`config.mk`:
```
export PLATFORM = sky130hd
export DESIGN_NAME = freelist_ctrl_8r16w
export DESIGN_NICKNAME = d
export VERILOG_FILES = /design/src/rtl/freelist_ctrl_8r16w_pkg.sv /design/src/rtl/freelist_ctrl_8r16w_prefix_count16.sv /design/src/rtl/freelist_ctrl_8r16w.sv
export SDC_FILE = /design/constraint.sdc
export NUM_CORES = 1
export LEC_CHECK = 0
export ABC_CLOCK_PERIOD_IN_PS = 10850
export CORE_UTILIZATION = 40
export DETAILED_ROUTE_END_ITERATION = 8
export GPL_TIMING_DRIVEN = 0
export PLACE_DENSITY = 0.7
export SLEW_MARGIN = 10
export SYNTH_ARGS = -nofsm -noshare
export SYNTH_HDL_FRONTEND = slang
export SYNTH_SLANG_ARGS = --single-unit
```
`constraint.sdc`:
```
create_clock -name clk -period 10.85 [get_ports clk]
set_input_delay 1.085 -clock clk [delete_from_list [all_inputs] [get_ports clk]]
set_output_delay 1.085 -clock clk [all_outputs]
set_load 0.03 [all_outputs]
```
`src/rtl/freelist_ctrl_8r16w_pkg.sv`:
```
// Shared constants and types for the physical-tag free-list controller.
// The top-level parameters default to these values.
package freelist_ctrl_8r16w_pkg;

  localparam int FL_DEPTH    = 16;
  localparam int FL_INDEX    = 4;
  localparam int FL_RD_PORTS = 8;
  localparam int FL_WR_PORTS = 16;

  typedef logic [FL_INDEX-1:0] fl_ptr_t;
  typedef logic [FL_INDEX:0]   fl_cnt_t;

endpackage

```
`src/rtl/freelist_ctrl_8r16w_prefix_count16.sv`:
```
// Exclusive prefix popcount of a push mask plus its total popcount.
// Prefix j counts the set bits below j, so it never exceeds WIDTH-1.
module freelist_ctrl_8r16w_prefix_count16 #(
  parameter int WIDTH = 16,
  parameter int PW    = 4,
  parameter int TW    = 5
) (
  input  logic [WIDTH-1:0]    mask_i,
  output logic [WIDTH*PW-1:0] prefix_o,
  output logic [TW-1:0]       total_o
);

  logic [TW-1:0] acc;

  always_comb begin
    acc      = '0;
    prefix_o = '0;
    for (int j = 0; j < WIDTH; j++) begin
      prefix_o[j*PW +: PW] = PW'(acc);
      acc                  = acc + TW'(mask_i[j]);
    end
    total_o = acc;
  end

endmodule

```
`src/rtl/freelist_ctrl_8r16w.sv`:
```
// Free-list FIFO controller: owns head/tail/count and drives the read and
// compacted write addresses of the 8R/16W SRAM. No data path here.
module freelist_ctrl_8r16w
  import freelist_ctrl_8r16w_pkg::*;
#(
  parameter int DEPTH    = FL_DEPTH,
  parameter int INDEX    = FL_INDEX,
  parameter int RD_PORTS = FL_RD_PORTS,
  parameter int WR_PORTS = FL_WR_PORTS
) (
  input  logic                      clk,
  input  logic                      reset,
  input  logic                      flush_i,
  input  logic [3:0]                pop_req_i,
  input  logic [WR_PORTS-1:0]       push_valid_i,
  output logic [RD_PORTS*INDEX-1:0] rd_addr_o,
  output logic                      pop_grant_o,
  output logic                      stall_o,
  output logic [WR_PORTS*INDEX-1:0] wr_addr_o,
  output logic [WR_PORTS-1:0]       we_o,
  output logic                      push_ready_o,
  output logic [INDEX:0]            count_o,
  output logic                      empty_o,
  output logic                      full_o
);

  // Two extra bits let count + pushes - pops be formed without wrapping.
  localparam int            CW      = INDEX + 2;
  localparam logic [3:0]    RD_MAX  = 4'(RD_PORTS);
  localparam logic [CW-1:0] DEPTH_W = CW'(DEPTH);
  localparam logic [INDEX:0] DEPTH_C = (INDEX+1)'(DEPTH);

  logic [INDEX-1:0]          head;
  logic [INDEX-1:0]          tail;
  logic [INDEX:0]            count;
  logic [WR_PORTS*INDEX-1:0] prefix;
  logic [INDEX:0]            push_total;
  logic [CW-1:0]             pop_n;
  logic [CW-1:0]             push_n;
  logic [CW-1:0]             cnt_ext;
  logic [CW-1:0]             count_next;

  function automatic logic [CW-1:0] sat_pop(input logic [3:0] req);
    if (req > RD_MAX) return CW'(RD_PORTS);
    else              return CW'(req);
  endfunction

  freelist_ctrl_8r16w_prefix_count16 #(
    .WIDTH (WR_PORTS),
    .PW    (INDEX),
    .TW    (INDEX + 1)
  ) u_prefix_count16 (
    .mask_i   (push_valid_i),
    .prefix_o (prefix),
    .total_o  (push_total)
  );

  assign pop_n   = sat_pop(pop_req_i);
  assign push_n  = CW'(push_total);
  assign cnt_ext = CW'(count);

  // Space is judged on the start-of-cycle count; same-cycle pops free nothing.
  assign stall_o      = pop_n > cnt_ext;
  assign pop_grant_o  = !reset && !flush_i && (pop_n != '0) && (pop_n <= cnt_ext);
  assign push_ready_o = !reset && !flush_i && (push_n <= (DEPTH_W - cnt_ext));

  assign count_next = cnt_ext + (push_ready_o ? push_n : '0) - (pop_grant_o ? pop_n : '0);

  always_comb begin
    rd_addr_o = '0;
    for (int k = 0; k < RD_PORTS; k++) begin
      rd_addr_o[k*INDEX +: INDEX] = head + INDEX'(k);
    end
  end

  // Valid producers are packed onto consecutive slots starting at tail.
  always_comb begin
    we_o      = '0;
    wr_addr_o = '0;
    for (int j = 0; j < WR_PORTS; j++) begin
      we_o[j]                     = push_ready_o & push_valid_i[j];
      wr_addr_o[j*INDEX +: INDEX] = we_o[j] ? (tail + prefix[j*INDEX +: INDEX]) : tail;
    end
  end

  always_ff @(posedge clk or posedge reset) begin
    if (reset) begin
      head  <= '0;
      tail  <= '0;
      count <= '0;
    end else if (flush_i) begin
      head  <= tail;
      count <= '0;
    end else begin
      if (pop_grant_o)  head <= head + INDEX'(pop_n);
      if (push_ready_o) tail <= tail + INDEX'(push_total);
      count <= count_next[INDEX:0];
    end
  end

  assign count_o = count;
  assign empty_o = (count == '0);
  assign full_o  = (count == DEPTH_C);

`ifndef SYNTHESIS
  count_range_a: assert property (@(posedge clk) disable iff (reset)
    flush_i || (count_next <= DEPTH_W));
`endif

endmodule

```
# == After elaboration in Yosys (flattened, before gate mapping) ==
# Cells that the tools add are included.
# totals
ff_bits,13
in_bits,23
output_inout_bits,122
word_cells,98
# classes
addsub,42
n_lt_le_gt_ge,4
n_eq_ne,1
mux,21
bitwise_logic,17
reduce_logical,10
# op_table
operator,count
two-way mux 4 bit,19
adder 5 x 1 -> 5 bit,14
adder 4 bit,16
adder 4 x 3 -> 4 bit (second input constant),4
AND 1 bit,16
two-way mux 5 bit,2
adder 4 x 2 -> 4 bit (second input constant),2
> comparator 6 x 5 -> 1 bit,1
<= comparator 5 x 6 -> 1 bit,1
<= comparator 6 x 5 -> 1 bit,1
nonzero test 6 bit,1
subtractor 5 x 5 -> 6 bit (first input constant),1
adder 5 bit,1
equality test 5 bit (second input constant),1
zero test 5 bit,1
subtractor 5 bit,1
adder 4 x 1 -> 4 bit,1
adder 4 x 1 -> 4 bit (second input constant),1
> comparator 4 bit (second input constant),1
logical AND 1 bit,4
adder 1 x 1 -> 2 bit,1
zero test 1 bit,2
AND reduction 2 bit,1
nonzero test 2 bit,1
NOT 1 bit,1

# == Depth between registers and ports, before layout ==
# depth
word_depth,21
ltp_mapped,41
ltp_nobuf,38

# == Hierarchy ==
# Synthesis repeated with hierarchy kept, for this count alone.
# hier_totals
hier_cells,670
hier_area_um2,6012.0
# by_module_without_submodules
mod,n_inst,cells_each,area_per_inst_um2,seq_area_each_um2
freelist_ctrl_8r16w,1,468,4231.6,325.3
freelist_ctrl_8r16w_prefix_count16,1,202,1780.5,0.0

# == Worst setup path after synthesis ==
# OpenSTA, ideal clock, no wires.
# synth_timing
path_kind,input -> register
start,input push_valid_i[0]
end,register count[4] (netlist: count_o[4])
setup_ns,0.126
arrival_ns,9.876
t_required_ns,10.724
setup_slack_ns,0.848
path_stages,37
n_path_buf,3
path_cell_list,fa_1 ha_1 ha_1 ha_1 ha_1 ha_1 ha_1 ha_1 ha_1 ha_1 ha_1 ha_1 ha_1 ha_1 ha_1 ha_1 nor2b_1 o21a_1 o21ai_0 nand2b_1 a21oi_1 a221oi_1 nor3_1 buf_4 clkbuf_8 clkbuf_1 nand2_1 fa_1 fa_1 inv_1 a21o_1 a21oi_1 xnor2_1 nor2_1 nand4_1 mux2i_1 a311o_1
# synth_between
elab_chain_len,21
# synth_rtl
item,line,text
"start, declared",freelist_ctrl_8r16w.sv:15,"input logic [WR_PORTS-1:0] push_valid_i,"
adder 1 x 1 -> 2 bit,freelist_ctrl_8r16w_prefix_count16.sv:20,acc = acc + TW'(mask_i[j]);
adder 5 x 1 -> 5 bit (14 in a row),freelist_ctrl_8r16w_prefix_count16.sv:20,
<= comparator 5 x 6 -> 1 bit,freelist_ctrl_8r16w.sv:65,assign push_ready_o = !reset && !flush_i && (push_n <= (DEPTH_W - cnt_ext));
logical AND 1 bit,freelist_ctrl_8r16w.sv:65,
via push_ready_o,freelist_ctrl_8r16w.sv:21,"output logic push_ready_o,"
two-way mux 5 bit,freelist_ctrl_8r16w.sv:67,assign count_next = cnt_ext + (push_ready_o ? push_n : '0) - (pop_grant_o ? pop_n : '0);
adder 5 bit,freelist_ctrl_8r16w.sv:67,
subtractor 5 bit,freelist_ctrl_8r16w.sv:67,
two-way mux 5 bit,freelist_ctrl_8r16w.sv:91,end else if (flush_i) begin
"end signal, assigned",freelist_ctrl_8r16w.sv:97,count <= count_next[INDEX:0];
"end, declared",freelist_ctrl_8r16w.sv:35,logic [INDEX:0] count;
# The timed path passes the listed nets, and every way through them passes these cells.
# A chain may end at the register's enable or synchronous reset.

# == Final worst setup path ==
# layout_timing
start,input push_valid_i[2]
end,output wr_addr_o[21]
# layout_between
elab_chain_len,18
elab_cells_between_ends,19
classes_between,15 x add/sub; 1 x order compare; 1 x mux; 1 x bitwise; 1 x reduce/logical
# layout_rtl
item,line,text
adder 5 x 1 -> 5 bit * (3 in a row),freelist_ctrl_8r16w_prefix_count16.sv:20,
adder 5 x 1 -> 5 bit (11 in a row),freelist_ctrl_8r16w_prefix_count16.sv:20,
<= comparator 5 x 6 -> 1 bit,freelist_ctrl_8r16w.sv:65,
logical AND 1 bit,freelist_ctrl_8r16w.sv:65,
AND 1 bit,freelist_ctrl_8r16w.sv:81,we_o[j] = push_ready_o & push_valid_i[j];
two-way mux 4 bit *,freelist_ctrl_8r16w.sv:82,wr_addr_o[j*INDEX +: INDEX] = we_o[j] ? (tail + prefix[j*INDEX +: INDEX]) : tail;
"end, declared",freelist_ctrl_8r16w.sv:19,"output logic [WR_PORTS*INDEX-1:0] wr_addr_o,"
# Mark *: on every way between the ends. The rest lies on a longest branch, timed or not.

==> results.cfg <==
[clock_network]
cts.sinks = 13
clock_latency_ps = 240
htreeDepth = 1
cts_tree = yes
cts.path.max_buffers = 2
cts_buffers = 3
clk_pin_slew_worst_paths_ps = 40
cts_root_buffer = clkbuf_16

[synth]
syn-cell-area_um2 = 5300
netlist.area_leader.share = 0.239
syn_nets = 777
synthDistinctLibCells = 77
synth-seq-cells = 13
yosysMostFrequentCell = ha_1
synth_edf_count = 0
synthTopCellsByCount = 101 x ha_1, 77 x nand2_1, 56 x inv_1, 52 x xnor2_1, 47 x o21ai_0
synth_ff_type = dfrtp_1
postSynth.asyncResetShare = 1.00
synth_top_area_cell = ha_1
synth.area.top_cells = ha_1 24%, xnor2_1 8.6%, fa_1 7.9%
ys_warn_count = 0
syn-mean-instance-area_um2 = 8.38
ys_seq_area_frac = 0.0614
netlist_instances = 632

[setup_path]
cpPeakStageDelay_ps = 550
cpMostUsedCell = ha_1
path_class = input pin to primary output
worstPathRequired_ps = 9770
endpoint_kind = primary output
crit_path_max_fanout = 6
slowest_stage = clkdlybuf4s50_1
crit_arrival_ps = 9500
cp-start-kind = input pin

[timing]
relSlewSlack = 0.260
layout_worst_path_cycle_share = 0.976
tightest_slew_ps = 1110
finalMaxSlewViolations = 0
fin_skew_ps = 1.14
hold_violations = 0
fmax_mhz = 94.4
fin_crit_ps = 10590
setup_violations = 0

[hold_path]
hold_class = register to register

[job]
maxCapViolCount = 0

[run_status]
status = finished, final reports clean

[global_route]
grt_pass1_wl_mm = 24.2
antenna_found_initial = 0
grt_pass1_vias = 4891
track_usage = 0.226
overflow = 0
grt_max_degree = 26

[place]
port_buffers = 144
dpl.cell_count = 949
hpwl_mm = 12.2
place.gp.congestion = 0.907

[final_layout]
final_core_util = 0.569
multi_input_area_um2 = 4730
fin_nets = 940
drive_gt1_frac = 0.122
num_antenna_cells = 0
fillCellCount = 1183
final_cells = 966
syn_to_final_growth_pct = 37.1
seq_area_um2 = 327

[die]
ioPinCount = 145
dieArea_um2 = 13700
core.rowCount = 41
coreArea_um2 = 12800
die_h_um = 117
dieWidth_um = 117
start_util = 0.415

[detailed_routing]
drtIter0Drc = 209
via_per_inst = 5.25
vias = 5076
drt_first_pass_iters = 5
drt-total-wl_mm = 15.6
ant_nets = 0
drc = 0
wl_per_cell_um = 16.1
timing repair:
item / 4_1_cts / 5_1_grt
pin swaps: 0 / 12
buffers inserted: 3 / 10
hold buffers: 0 / 0
endpoints found under the setup margin: 62 / 78
endpoints found under the hold margin: 0 / 0
gates resized for setup: 59 / 33
cells by family (layout without fill, tap and decap cells):
group | count (synthesis) | count (layout) | share of synthesized area
simple gates | 166 | 166 | 0.150
compound gates | 127 | 127 | 0.151
fa+ha+maj | 125 | 125 | 0.324
xor+xnor | 98 | 98 | 0.199
buf+inv | 83 | 245 | 0.0730
mux | 20 | 20 | 0.0418
flops | 13 | 13 | 0.0614
routing by layer:
metal / track usage / routed length (µm)
met1: 0.290 / 6880
met2: 0.411 / 7790
met3: 0.0221 / 726
met4: 0.0430 / 199
met5: 0 / 0
registers in the layout, indices dropped and copies added, names as in the netlist:
| signal | flops |
|---|---|
| tail | 4 |
| count_o | 5 |
| head | 4 |
placed cells by master (no fill, tap or decap), drive strengths merged, types with 3 or more instances in the layout:
master and count:
a211oi 3, a21o 18, a21oi 31, and2 8, and3 3, and4 3
buf 29, clkbuf 14, clkdlybuf4s50 82, dfrtp 13, dlygate4sd2 52, dlymetal6s2s 7
fa 21, ha 101, inv 58, maj3 3, mux2 17, mux2i 3
nand2 78, nand2b 6, nand3 4, nand4 4, nor2 30, nor2b 6
nor3 6, nor4 3, o21ai 48, or3 6, xnor2 55, xnor3 7
xor2 35
area by class of cell:
class / instances / area share
buffer: 25 / 0.0239
inverter: 58 / 0.0303
clock buffer: 4 / 0.0109
timing repair buffer: 158 / 0.209
tap: 172 / 0.0296
sequential: 13 / 0.0450
multi-input combinational: 536 / 0.651
stage by stage:
stage	hold slack (ps)	area [µm²]	TNS (ps)	setup slack, ps
2_1_floorplan	849	5300	0	848
3_3_place_gp	755	6950	-2330	-575
3_5_place_dp	774	6970	-6710	-712
4_1_cts	800	7030	-111	-111
5_1_grt	860	7260	-50.1	-47.5
6_report	803	7260	0	262
worst max-delay path: cells and delay by family:
family                   cells  cell delay [ps]
adder cells (fa/ha/maj)     11             3620
XOR/XNOR                     6             1690
buffers and inverters        6             1570
AO/OA/AOI/OAI                4             1020
AND/OR/NAND/NOR              4              500
path summary, 6_finish.rpt:
check,startpoint,to,slack [ps],cells past startpoint
max in group asynchronous,reset,tail[1],9170,2
max,push_valid_i[2],wr_addr_o[21],260,31
max reg2reg,count_o[0],count_o[4],5940,25
min in group asynchronous,reset,count_o[2],1310,2
min,head[1],head[1],800,2
min reg2reg,head[1],head[1],800,2
Power is left out: the tool's default activity adds up to more than one toggle a clock period on the data nets, which glitch-free logic cannot reach.
